## src/rtl/count_match_monitor.sv

```systemverilog
// Watches a free-running/loadable up counter, classifies each change as step,
// wrap or jump, and counts compare matches while armed until a target is hit.
module count_match_monitor #(
  parameter int WIDTH = 4,
  parameter int EVT_W = 8
) (
  input  logic             clk,
  input  logic             reset,
  input  logic [WIDTH-1:0] count_in,
  input  logic [WIDTH-1:0] cmp_val,
  input  logic [EVT_W-1:0] target,
  input  logic             start,
  input  logic             clear,
  output logic             match_pulse,
  output logic             wrap_pulse,
  output logic             jump_pulse,
  output logic [EVT_W-1:0] match_cnt,
  output logic [EVT_W-1:0] wrap_cnt,
  output logic             busy,
  output logic             done
);

  typedef enum logic [1:0] {
    IDLE  = 2'd0,
    ARMED = 2'd1,
    DONE  = 2'd2
  } state_t;

  localparam logic [WIDTH-1:0] COUNT_ONE  = WIDTH'(1);
  localparam logic [WIDTH-1:0] COUNT_ONES = {WIDTH{1'b1}};
  localparam logic [EVT_W-1:0] EVT_ZERO   = {EVT_W{1'b0}};
  localparam logic [EVT_W-1:0] EVT_ONE    = EVT_W'(1);
  localparam logic [EVT_W-1:0] EVT_MAX    = {EVT_W{1'b1}};

  state_t           state;
  state_t           state_next;
  logic [WIDTH-1:0] prev_q;
  logic             prev_valid;
  logic             changed;
  logic             step;
  logic             wrap;
  logic             jump;
  logic             match;
  logic [EVT_W-1:0] target_q;
  logic [EVT_W-1:0] target_next;
  logic [EVT_W-1:0] match_cnt_next;
  logic [EVT_W-1:0] wrap_cnt_next;

  // The +1 compare is done at WIDTH bits so all-ones -> zero counts as a step.
  always_comb begin
    changed = prev_valid && (count_in != prev_q);
    step    = changed && (count_in == prev_q + COUNT_ONE);
    wrap    = step && (prev_q == COUNT_ONES);
    jump    = changed && !step;
    match   = changed && (count_in == cmp_val);
  end

  always_ff @(posedge clk) begin
    if (reset) begin
      prev_q      <= {WIDTH{1'b0}};
      prev_valid  <= 1'b0;
      match_pulse <= 1'b0;
      wrap_pulse  <= 1'b0;
      jump_pulse  <= 1'b0;
    end else begin
      prev_q      <= count_in;
      prev_valid  <= 1'b1;
      match_pulse <= match;
      wrap_pulse  <= wrap;
      jump_pulse  <= jump;
    end
  end

  // busy/done are registered alongside state from the same next-state value.
  always_ff @(posedge clk) begin
    if (reset) begin
      state <= IDLE;
      busy  <= 1'b0;
      done  <= 1'b0;
    end else begin
      state <= state_next;
      busy  <= (state_next == ARMED);
      done  <= (state_next == DONE);
    end
  end

  always_comb begin
    state_next = state;
    if (clear) begin
      state_next = IDLE;
    end else begin
      case (state)
        IDLE: begin
          if (start) begin
            state_next = (target == EVT_ZERO) ? DONE : ARMED;
          end else begin
            state_next = IDLE;
          end
        end
        ARMED: begin
          if (match && ((match_cnt + EVT_ONE) == target_q)) begin
            state_next = DONE;
          end else begin
            state_next = ARMED;
          end
        end
        DONE:    state_next = DONE;
        default: state_next = IDLE;
      endcase
    end
  end

  always_comb begin
    target_next    = target_q;
    match_cnt_next = match_cnt;
    wrap_cnt_next  = wrap_cnt;
    if (clear) begin
      match_cnt_next = EVT_ZERO;
      wrap_cnt_next  = EVT_ZERO;
    end else begin
      case (state)
        IDLE: begin
          if (start) begin
            target_next    = target;
            match_cnt_next = EVT_ZERO;
            wrap_cnt_next  = EVT_ZERO;
          end else begin
            target_next = target_q;
          end
        end
        ARMED: begin
          if (match) begin
            match_cnt_next = match_cnt + EVT_ONE;
          end else begin
            match_cnt_next = match_cnt;
          end
          if (wrap && (wrap_cnt != EVT_MAX)) begin
            wrap_cnt_next = wrap_cnt + EVT_ONE;
          end else begin
            wrap_cnt_next = wrap_cnt;
          end
        end
        DONE: begin
          match_cnt_next = match_cnt;
          wrap_cnt_next  = wrap_cnt;
        end
        default: begin
          match_cnt_next = EVT_ZERO;
          wrap_cnt_next  = EVT_ZERO;
        end
      endcase
    end
  end

  always_ff @(posedge clk) begin
    if (reset) begin
      target_q  <= EVT_ZERO;
      match_cnt <= EVT_ZERO;
      wrap_cnt  <= EVT_ZERO;
    end else begin
      target_q  <= target_next;
      match_cnt <= match_cnt_next;
      wrap_cnt  <= wrap_cnt_next;
    end
  end

endmodule

```

## config.mk

```make
export PLATFORM = sky130hd
export DESIGN_NAME = count_match_monitor
export DESIGN_NICKNAME = d
export VERILOG_FILES = /design/src/rtl/count_match_monitor.sv
export SDC_FILE = /design/constraint.sdc
export NUM_CORES = 1
export LEC_CHECK = 0
export CORE_MARGIN = 2
export CORE_UTILIZATION = 45
export CTS_CLUSTER_SIZE = 20
export DETAILED_ROUTE_END_ITERATION = 12
export PLACE_DENSITY = 0.75
export SLEW_MARGIN = 20
export SYNTH_ARGS = -nofsm -noshare
export SYNTH_HDL_FRONTEND = slang
export SYNTH_SLANG_ARGS = --single-unit
```

## constraint.sdc

```tcl
create_clock -name clk -period 2.2 [get_ports clk]
set_input_delay 0.33 -clock clk [delete_from_list [all_inputs] [get_ports clk]]
set_output_delay 0.33 -clock clk [all_outputs]
set_load 0.02 [all_outputs]
```

==> results of run 1 <==
[cells by family (layout without fill, tap and decap cells)]
family          after synthesis  count (layout)
buf+inv                      13              75
compound gates               63              63
mux                           2               2
xor+xnor                     20              20
fa+ha+maj                     3               3
flops                        36              36
simple gates                 93              94
[layout by cell type, fill, tap and decap left out, types with 5 or more instances in the layout]
cell and n:
o21ai_0 8, nor2b_1 8, or4_4 5, o31ai_1 7, a21oi_1 18, nand2_1 25, clkdlybuf4s50_1 39, nand3_1 12
buf_4 26, xor2_1 10, clkbuf_8 7, xnor2_1 8, a31oi_1 7, nor3_1 5, nor2_1 9, dfxtp_1 35
[where the power goes]
group          switching [mW]  internal [mW]
combinational          0.0957          0.105
clock                   0.233          0.279
sequential             0.0150          0.667
[layout make-up]
type	instances	area [sq um]	share of cell area [%]
clock buffers	7	96.34	3.585
flip-flops and latches	36	721.9	26.86
multi-input cells	182	1201	44.69
well taps	50	62.56	2.328
inverters	2	7.507	0.2793
repair buffers	66	598.1	22.25
[synthesized netlist by cell type (all sizes together), types with 2 or more instances]
master / n / area [sq um]
inv: 2 / 7.510
nand4b: 4 / 35.03
a211oi: 2 / 15.01
xnor2: 8 / 70.07
or3: 3 / 18.77
nor3: 5 / 25.02
nor2b: 8 / 50.05
a21o: 4 / 30.03
nand2: 25 / 93.84
nand4: 4 / 25.02
ha: 3 / 37.54
nand2b: 3 / 18.77
a31oi: 7 / 43.79
nor4: 4 / 31.28
o41ai: 2 / 17.52
and3: 2 / 12.51
dfxtp: 36 / 720.7
or4: 6 / 48.80
a21oi: 21 / 105.1
clkbuf: 10 / 37.54
o21ai: 11 / 55.05
o211ai: 2 / 15.01
and2: 5 / 31.28
nor2: 9 / 33.78
xor2: 12 / 105.1
o31ai: 7 / 52.55
nand3: 12 / 60.06
[registers in the layout (all words and copies together), names as in the netlist, 2 cells and up]
| signal | count |
|---|---|
| match_cnt | 8 |
| state | 2 |
| wrap_cnt | 8 |
| prev_q | 4 |
| target_q | 8 |
[routing by layer]
layer,part of all wire [%],GRT usage [%],wire (microns),vias up
met3,5.2,4.070,253,7
met1,48,28.34,2327,858
met5,0,0,0,-
met2,46,29.59,2245,60
li1,-,-,-,984
met4,1.4,8.279,67,0
[how the worst min path moves through the flow]
stage | from | end | slack (ns) | cells after the start
after floorplan | reset | prev_q[0] | 0.40 | 1
after global placement | target_q[0] | target_q[0] | 0.46 | 2
after detailed placement | target_q[0] | target_q[0] | 0.46 | 2
after CTS | target_q[0] | target_q[0] | 0.47 | 2
after global routing | count_in[3] | prev_q[3] | 0.40 | 2
final | count_in[3] | prev_q[3] | 0.41 | 2
[timing repair]
| action | in CTS | in global routing |
|---|---|---|
| endpoints found under the hold margin | 0 | 0 |
| cloned | 0 | 1 |
| gates resized for setup | 0 | 12 |
| pin swaps | 2 | 1 |
| buffers inserted | 0 | 0 |
| setup endpoints to repair | 5 | 5 |
==> results.tsv, run 1 <==
metric	value	unit
outcome	finished clean	
antenna_found_initial	0	
worstMarginPinSlew	0.4201	ns
clockBufferDepth	2	
fillers	344	
synth-simple-area-share	26.44	%
critPathCapture	wrap_cnt[6]	
total_power	1.395	mW
dp_hpwl	3417	microns
placed_area	2526	sq um
hold_viol	0	
ys_ff_latch	36	
cts_tree	built	
wire_per_inst	14.27	microns
port_buffers	40	
fin_ws	0.07158	ns
finalSetupViolCount	0	
endpoint_kind	flip-flop	
maxSlewViolCount	0	
syn_inst	230	
fin_nets	316	
synth_nets	253	
worstRegToRegCells	5	
timing.hold.ws	0.4113	ns
fin_util	66.24	%
io_pins	41	
path_clk_slew	0.07	ns
path_class	reg -> reg	
drc_errors	0	
core_region_area	4058	sq um
synth_compound_area_share	20.82	%
vias	1909	
drt_iter0_markers	148	
antenna_cells	0	
grt_pass1_vias	1684	
hp-class	in -> reg	
yosys_most_used_dff	dfxtp_1	
ant_nets	0	
ir_drop	0.3030	mV
path_cells	ha_4 > xor2_2 > or4_4 > or4_1 > a21oi_1	
vias_per_cell	5.566	
place_inst	335	
place.gp.congestion	0.8827	
fin_setup_tns	0	ns
finalNonFillerCells	343	
required	2.42	ns
path_buf_inv	0	
synth.yosys.seq_area_share	37.60	%
synth-edff-count	0	
timing.rr.end	wrap_cnt[6]	
cp_top_family	simple AND/OR/NAND/NOR gates	
drive_gt1_share	16.72	%
die_y	69.27	microns
worstPathMaxFanout	5	
fp-row-count	23	
crit_cells	5	
drtPass1Iterations	4	
hold_buffers	0	
grt_pass1_wl	7893	microns
area_delta_synth_final	40.21	%
cap_viol_max_count	0	
clock-sinks	36	
fmax	0.4698	GHz
fin_area	2688	sq um
cts_inserted_buffers	5	
wl	4894	microns
floorplan.initialDensity	47.24	%
cts_htree_levels	2	
cp-start-kind	flip-flop	
cts-root-buf	clkbuf_8	
clkLatencyLatePin	0.29	ns
fin_skew	0.004020	ns
crit_slowest_cell	or4_4	
powerDensity	519.1	nW/um^2
synthesis.area	1917	sq um
yosysWarnings	0	
synth.distinct_cells	44	
synth-adder-area-share	1.958	%
yosys.area_share.xor_xnor	9.138	%
synth_top_family_by_area	simple AND/OR/NAND/NOR gates	
slew_headroom	71.73	%
grt_max_degree	15	
ff2ff_setup_slack	0.07	ns
globalRouteOverflowTotal	0	
synthMuxAreaShare	1.110	%
synth-async-reset-ratio	0	%
dieArea	4798	sq um
r2r-start	prev_q[1]	
final.period_utilization	96.75	%
die_x	69.27	microns
cp_slowest_stage_delay	0.59	ns
power_leakage	0.9936	nW
place_ws	-0.3797	ns
cp.arrival	2.35	ns
globalRouteTotalUtil	20.02	%
startpoint	prev_q[1]	
min_period	2.128	ns
syn_avg_cell_area	8.334	sq um
Note: power is estimated with default switching activity, not from simulation.
==> run 2, diff against run 1 <==
--- a/config.mk
+++ b/config.mk
@@ -6,10 +6,11 @@
 export NUM_CORES = 1
 export LEC_CHECK = 0
 export CORE_MARGIN = 2
-export CORE_UTILIZATION = 45
+export CORE_UTILIZATION = 40
 export CTS_CLUSTER_SIZE = 20
 export DETAILED_ROUTE_END_ITERATION = 12
-export PLACE_DENSITY = 0.75
+export PLACE_DENSITY = 0.68
+export RECOVER_POWER = 100
 export SLEW_MARGIN = 20
 export SYNTH_ARGS = -nofsm -noshare
 export SYNTH_HDL_FRONTEND = slang
==> run 2 against run 1 <==
Net effect:
- clock power is 4.3% lower
- sequential power barely moved
- critical path type is now in -> reg
- power down 2.7%
- critical endpoint is now wrap_cnt[0]
- critical path depth increased by 3
==> results.tsv, run 2 (synthesized netlist as in run 1, its figures left out) <==
metric	value	unit	change
fmax	0.4689	GHz	-0.20%
clockBufferDepth	2		unchanged
globalRouteOverflowTotal	0		unchanged
endpoint_kind	flip-flop		
maxSlewViolCount	0		unchanged
top_regs	match_cnt: 8 flops, target_q: 8 flops, wrap_cnt: 8 flops		
hold_viol	0		unchanged
finalSetupViolCount	0		unchanged
wire_per_inst	13.71	microns	-3.9%
antenna_found_initial	0		unchanged
wl	4784	microns	-2.2%
dieArea	5362	sq um	+12%
cts-root-buf	clkbuf_8		
cp-start-kind	input port		
total_power	1.358	mW	-2.7%
cts_htree_levels	2		unchanged
r2r-start	prev_q[0]		
worstPathMaxFanout	7		+2
worstMarginPinSlew	0.6363	ns	+0.2161 ns
power_leakage	1.048	nW	+5.5%
startpoint	count_in[0]		
port_buffers	40		unchanged
final.period_utilization	96.94	%	+0.20 points
cp_common_cell	buf_4		
antenna_cells	0		unchanged
required	2.38	ns	-0.04 ns
die_y	73.23	microns	+5.7%
cts_inserted_buffers	5		unchanged
crit_slowest_cell	dlygate4sd3_1		
globalRouteTotalUtil	19.05	%	-0.97 points
fin_util	57.18	%	-9.1 points
layout_common_cells	dfxtp_1, nand2_1, dlygate4sd3_1, buf_4, a21oi_1		
io_pins	41		unchanged
min_from	target_q[1]		
cp.arrival	2.31	ns	-0.04 ns
vias	1948		+2.0%
floorplan.initialDensity	41.13	%	-6.1 points
drt_iter0_markers	104		-30%
fin_ws	0.06727	ns	-0.004311 ns
drive_gt1_share	15.25	%	-1.5 points
path_clk_slew	0.07	ns	about the same
place_ws	-0.3934	ns	-0.01368 ns
hp-class	reg -> reg		
path_class	in -> reg		
vias_per_cell	5.582		+0.29%
place.gp.congestion	0.8024		-9.1%
powerDensity	509.5	nW/um^2	-1.8%
fp-row-count	25		+8.7%
drc_errors	0		unchanged
ant_nets	0		unchanged
final_common_cell	dfxtp_1		
path_cells	dlygate4sd3_1 > xnor2_1 > or4_4 > buf_6 > buf_4 > buf_4 > o211ai_1 > a21oi_1		
cts_tree	built		
core_region_area	4661	sq um	+15%
cap_viol_max_count	0		unchanged
die_x	73.23	microns	+5.7%
outcome	finished clean		
rsz0062_at_grt	false		
drtPass1Iterations	4		unchanged
cp_slowest_stage_delay	0.60	ns	about the same
fin_setup_tns	0	ns	unchanged
ir_drop	0.3936	mV	+30%
grt_pass1_wl	7921	microns	+0.35%
grt_max_degree	15		unchanged
fin_skew	0.003596	ns	-0.0004247 ns
fin_nets	317		+0.32%
slew_headroom	57.58	%	-14 points
grt_pass1_vias	1783		+5.9%
clkLatencyLatePin	0.29	ns	about the same
min_period	2.133	ns	+0.004312 ns
clock-sinks	36		unchanged
area_delta_synth_final	39.03	%	
dp_hpwl	3532	microns	+3.4%
[run 2: critical path, delay by kind of cell]
| family | cells | cell delay (ns) |
|---|---|---|
| buf+inv | 4 | 1.01 |
| simple gates | 1 | 0.58 |
| compound gates | 2 | 0.25 |
| xor+xnor | 1 | 0.16 |
[run 2: per-stage QoR]
| step | std cells | cell area (sq um) | hold WS (ns) |
|---|---|---|---|
| final | 349 | 2665 | 0.4810 |
| after global routing | 349 | 2665 | 0.4952 |
| after CTS | 344 | 2609 | 0.4831 |
| after detailed placement | 336 | 2509 | 0.4590 |
| after global placement | 336 | 2509 | 0.4565 |
| after floorplan | 230 | 1917 | 0.4016 |
[run 2: layout make-up]
cell class	count	area [sq um]
multi-input combinational	181	1175
clock buffer	6	82.58
tap	54	67.56
sequential	36	725.7
fill	437	1996
inverter	2	7.507
timing repair buffer	68	596.8
clock inverter	2	10.01
[run 2: worst paths after layout]
path                  to  slack (ns)  cells after the start
max          wrap_cnt[0]        0.07                      8
min reg2reg  target_q[1]        0.48                      2
min          target_q[1]        0.48                      2
max reg2reg  wrap_cnt[0]        0.10                      8
[run 2: layer usage]
layer,share of wire [%],vias up,GRT usage [%]
li1,-,983,-
met1,47,919,24.32
met2,48,41,32.43
met3,3.3,5,4.144
met4,0.82,0,4.938
met5,0,-,0
[run 2: repair_timing]
action,CTS,global route
setup endpoints to repair,5,5
hold buffers,0,0
pin swaps,2,3
gates resized for setup,1,11
buffers inserted,0,5
[run 2: power breakdown]
part           leakage [nW]  internal [mW]  switching (mW)
logic                 0.703         0.0974          0.0892
clock network        0.0510          0.250           0.241
registers             0.294          0.666          0.0146
==> run 3, diff against run 2 <==
--- a/config.mk
+++ b/config.mk
@@ -5,6 +5,7 @@
 export SDC_FILE = /design/constraint.sdc
 export NUM_CORES = 1
 export LEC_CHECK = 0
+export CAP_MARGIN = 5
 export CORE_MARGIN = 2
 export CORE_UTILIZATION = 40
 export CTS_CLUSTER_SIZE = 20
==> results of run 3 <==
No change in the layout: final DEF, timing and power equal those of run 2.
==> RTL change 1 (settings of run 3) <==
Encoding of `state_t`: now one-hot (3 bits for 3 states).
--- a/src/rtl/count_match_monitor.sv
+++ b/src/rtl/count_match_monitor.sv
@@ -22,6 +22,6 @@
 
-  typedef enum logic [1:0] {
-    IDLE  = 2'd0,
-    ARMED = 2'd1,
-    DONE  = 2'd2
+  typedef enum logic [2:0] {
+    IDLE  = 3'b001,
+    ARMED = 3'b010,
+    DONE  = 3'b100
   } state_t;
Behaviour: same outputs for any inputs over 10 cycles, from zero or initial values and one cycle with reset high; not proved beyond that.
==> RTL change 1 against run 3 <==
- area after synthesis increased by 2.2%
- final area decreased by 1.4%
- sequential cell count increased by 1
- sequential share of layout area increased by 0.95 points
- power increased by 0.25%
- worst setup slack improved by 0.087 ns
- wire length decreased by 1.9%
- clock skew increased by 0.0022 ns
- combinational power decreased by 3%
- critical endpoint is now wrap_cnt[4]
- largest power group unchanged
==> RTL change 1: results (changes against run 3) <==
[run_status]
status=completed  ; unchanged

[worst_hold_path]
hold_end=wrap_cnt[5]  ; was target_q[1]
min_from=wrap_cnt[5]  ; was target_q[1]

[yosys]
seq_area_frac_synth_pct=37.80  ; was 37.60%
synthTopCellsByCount=dfxtp_1, nor2_1, a21oi_1, nand2_1, nand3_1  ; was dfxtp_1, nand2_1, a21oi_1, nand3_1, xor2_1
synthDistinctLibCells=47  ; was 44
synth.area.top_cells=dfxtp_1, mux2i_1, xnor2_1  ; was dfxtp_1, a21oi_1, xor2_1

[global_routing]
grt_pass1_vias=1803  ; was 1783
grt_pass1_wl_mm=8.107  ; was 7.921 mm
grt_start_max_net_pins=16  ; was 15
track_usage_pct=19.32  ; was 19.05%

[setup_path]
r2r_slack_ns=0.26  ; was 0.10 ns
cp_max_fo=13  ; was 7
cp_top_family=simple AND/OR/NAND/NOR gates  ; was buffers and inverters
cpMaxStageDelayCell=or4_1  ; was dlygate4sd3_1
max_stage_delay_ns=0.55  ; was 0.60 ns

[pwr]
netSwitchingPower_w=0.0003347  ; was 0.0003445 W
p_leak_nw=0.9552  ; was 1.048 nW

[routing]
via_count=1878  ; was 1948
drt_iter0_markers=79  ; was 104
routed_wl_mm=4.694  ; was 4.784 mm

[place]
place.gp.congestion=0.8314  ; was 0.8024
place_area_mm2=0.002556  ; was 0.002509 mm2

[cells_and_area]
drive_above_1_share_pct=11.07  ; was 15.25%
nets=303  ; was 317
fillers=442  ; was 437

[sta]
maxSlewHeadroom_pct=54.95  ; was 57.58%

-- RTL change 1: changes by cell type after synthesis, sizes merged, moves of 3 or more --
cell,run 3,this run
nor4,4,1
o21ai,11,6
nor3,5,1
a21oi,21,15
nor2b,8,4
nand4b,4,1
or4,6,11
clkbuf,10,1
mux2i,1,9
nand3b,0,3
nand2,25,13
nor2,9,21
-- RTL change 1: repair_timing --
action,in CTS,in global routing
hold buffers,0,0
setup buffers,0,0
endpoints found under the setup margin,0,1
resized for setup,0,1
-- RTL change 1: layout make-up --
cell class	instances	area [um2]	share of cell area (%)
multi-input combinational	174	1182	44.98
tap	67	83.83	3.189
inverter	3	11.26	0.4284
sequential	37	740.7	28.18
timing repair buffer	59	524.3	19.94
clock buffer	7	86.33	3.284
-- RTL change 1: worst reg2reg max path: stages (launching register included) --
cell,delay [ns]
dfxtp_1,0.47
and4_1,0.26
nand2_1,0.08
o311a_1,0.35
a2111oi_2,0.34
clkbuf_1,0.22
a21oi_1,0.09
-- RTL change 1: power by group through the flow --
stage | logic (W) | registers, W | clock network (W)
3_5_place_dp | 0.000187 | 0.000714 | 0
4_1_cts | 0.000187 | 0.000698 | 0.000500
3_3_place_gp | 0.000185 | 0.000714 | 0
5_1_grt | 0.000201 | 0.000700 | 0.000522
2_1_floorplan | 0.0000995 | 0.000714 | 0
6_report | 0.000182 | 0.000699 | 0.000481
-- RTL change 1: cells by family after synthesis --
kind of cell,after synthesis,synth area share [%]
XOR/XNOR,20,8.940
AO/OA/AOI/OAI,48,16.41
multiplexers,9,4.598
buffers and inverters,7,2.107
flip-flops,37,37.80
adder cells (fa/ha/maj),3,1.916
AND/OR/NAND/NOR,94,28.22
-- RTL change 1: stage by stage --
step                      hold slack [ns]  instances  worst slack [ns]   power, W
after floorplan                    0.4016        218            0.3633  0.0008138
after global placement             0.4860        340           -0.1083  0.0008982
after detailed placement           0.4883        340           -0.1566  0.0009009
after CTS                          0.5001        347            0.1454   0.001385
after global routing               0.5248        347          0.008410   0.001423
final                              0.4917        347            0.1541   0.001361
-- RTL change 1: worst max path at each step --
| stage | slack [ns] | to | cells past startpoint | start |
|---|---|---|---|---|
| after floorplan | 0.36 | busy | 5 | match_cnt[0] |
| after global placement | -0.11 | match_cnt[4] | 6 | count_in[2] |
| after detailed placement | -0.16 | wrap_cnt[4] | 6 | count_in[3] |
| after CTS | 0.15 | wrap_cnt[4] | 6 | count_in[3] |
| after global routing | 0.008 | wrap_cnt[4] | 6 | count_in[3] |
| final | 0.15 | wrap_cnt[4] | 6 | count_in[3] |
-- RTL change 1: routing by layer --
layer | up-vias | track usage (%) | wire (um)
met5 | - | 0 | 0
met4 | 0 | 8.081 | 102
met3 | 10 | 4.743 | 221
met2 | 49 | 32.44 | 2212
met1 | 881 | 23.68 | 2158
li1 | 938 | - | -
==> RTL change 2 (config.mk and constraints of run 3) <==
Made on the original files. Change the parameter `EVT_W` from 8 to 9.
--- a/src/rtl/count_match_monitor.sv
+++ b/src/rtl/count_match_monitor.sv
@@ -4,3 +4,3 @@
   parameter int WIDTH = 4,
-  parameter int EVT_W = 8
+  parameter int EVT_W = 9
 ) (
Interface: changed (resized match_cnt, target and wrap_cnt); port bits go from 41 to 44. The function was not compared with the original's and may differ.
==> RTL change 2 against run 3 <==
- power is 22% higher
- sequential cell count is 3 higher
- final area is 12% higher
- cell count is 10% higher
- wire length is 5.3% higher
- area after synthesis is 3.2% higher
- worst setup slack worse by 0.058 ns
- sequential share of layout area is 0.70 points lower
- largest cell class unchanged
==> RTL change 2: results (changes against run 3) <==
[pwr]
power_w=0.001662  ; was 0.001358 W
swShare_pct=22.29  ; was 25.37%
pg_comb_w=0.000219  ; was 0.000187 W
p_per_area_mw_per_mm2=559.3  ; was 509.5 mW/mm2
power.share.sequential_pct=44.2  ; was 50.1%
vdd_drop_max_v=0.0003945  ; was 0.0003936 V
p_leak_nw=1.171  ; was 1.048 nW

[cts]
cts.repair.resized=7  ; was 1
clk_pin_slew_worst_paths_ns=0.08
postCtsSetupRepairBufs=2  ; was 0

[cells_and_area]
fillers=429  ; was 437
largestRegisters=match_cnt x9, target_q x9, wrap_cnt x9  ; was match_cnt x8, target_q x8, wrap_cnt x8
final_cell_count_no_fill=384  ; was 349
nets=341  ; was 317
num_antenna_cells=0  ; unchanged
drive_above_1_share_pct=20.50  ; was 15.25%

[yosys]
synth.area.top_cells=dfxtp_1, xnor2_1, a21oi_1  ; was dfxtp_1, a21oi_1, xor2_1
seq_area_frac_synth_pct=39.47  ; was 37.60%
synthDistinctLibCells=36  ; was 44
synth-xor-area-share_pct=12.33  ; was 9.138%
synthAdderAreaFrac_pct=2.530  ; was 1.958%
synth_compound_area_share_pct=17.65  ; was 20.82%
synthTopCellsByCount=dfxtp_1, nand2_1, a21oi_1, xnor2_1, nor2_1  ; was dfxtp_1, nand2_1, a21oi_1, nand3_1, xor2_1
synthMuxAreaShare_pct=0.5060  ; was 1.110%
syn_nets=256  ; was 253
synth_area_per_cell_um2=8.563  ; was 8.334 um2

[run_status]
status=completed  ; unchanged

[global_routing]
grt_pass1_vias=1849  ; was 1783
grtUsageMet1_pct=26.04  ; was 24.32%
use_met2_pct=30.46  ; was 32.43%
grtUsageMet3_pct=4.472  ; was 4.144%
grt_pass1_wl_mm=8.286  ; was 7.921 mm
track_usage_pct=19.43  ; was 19.05%
grt_start_max_net_pins=18  ; was 15

[place]
place.gp.congestion=0.8948  ; was 0.8024
dp_slack_ns=-0.4050  ; was -0.3934 ns
place_area_mm2=0.002784  ; was 0.002509 mm2
place_inst=373  ; was 336
dpl.hpwl_mm=3.868  ; was 3.532 mm
io_buffers=43  ; was 40

[setup_path]
cp_top_family=simple AND/OR/NAND/NOR gates  ; was buffers and inverters
cp_max_fo=7  ; unchanged
worstPathArrival_ns=2.42  ; was 2.31 ns
rr_startpoint=wrap_cnt[2]  ; was prev_q[0]
cpMaxStageDelayCell=or4_4  ; was dlygate4sd3_1
critPathLaunch=wrap_cnt[2]  ; was count_in[0]
max_stage_delay_ns=0.48  ; was 0.60 ns

[worst_hold_path]
min_from=target_q[5]  ; was target_q[1]

[routing]
wl_per_cell_um=13.11  ; was 13.71 um
met2_length_mm=2.288  ; was 2.315 mm
drt_iter0_markers=143  ; was 104
drt-met1-wl_mm=2.369  ; was 2.271 mm
route.met3.wl_um=277  ; was 158 um
via_count=2012  ; was 1948

[sta]
tightest_slew_ns=0.7630  ; was 0.6363 ns
clock_skew_ns=0.007750  ; was 0.003596 ns

==> RTL change 2: changes by cell type after synthesis, sizes merged, moves of 4 or more <==
cell / before / now
a31oi: 7 / 11
and2: 5 / 0
o21ai: 11 / 4
or4: 6 / 10
xnor2: 8 / 19
xor2: 12 / 8
==> RTL change 2: path summary, 6_finish.rpt <==
kind,depth (start not counted),slack (ns),endpoint
setup / recovery,8,0.01,wrap_cnt[3]
setup reg to reg,8,0.01,wrap_cnt[3]
hold reg to reg,2,0.47,target_q[5]
hold / removal,2,0.47,target_q[5]
==> RTL change 2: final cells by class <==
| type | instances | area share (%) |
|---|---|---|
| clock buffer | 6 | 2.442 |
| timing repair buffer | 87 | 25.35 |
| inverter | 3 | 0.3789 |
| sequential | 39 | 26.53 |
| clock inverter | 2 | 2.021 |
| multi-input combinational | 180 | 40.46 |
| tap | 67 | 2.821 |
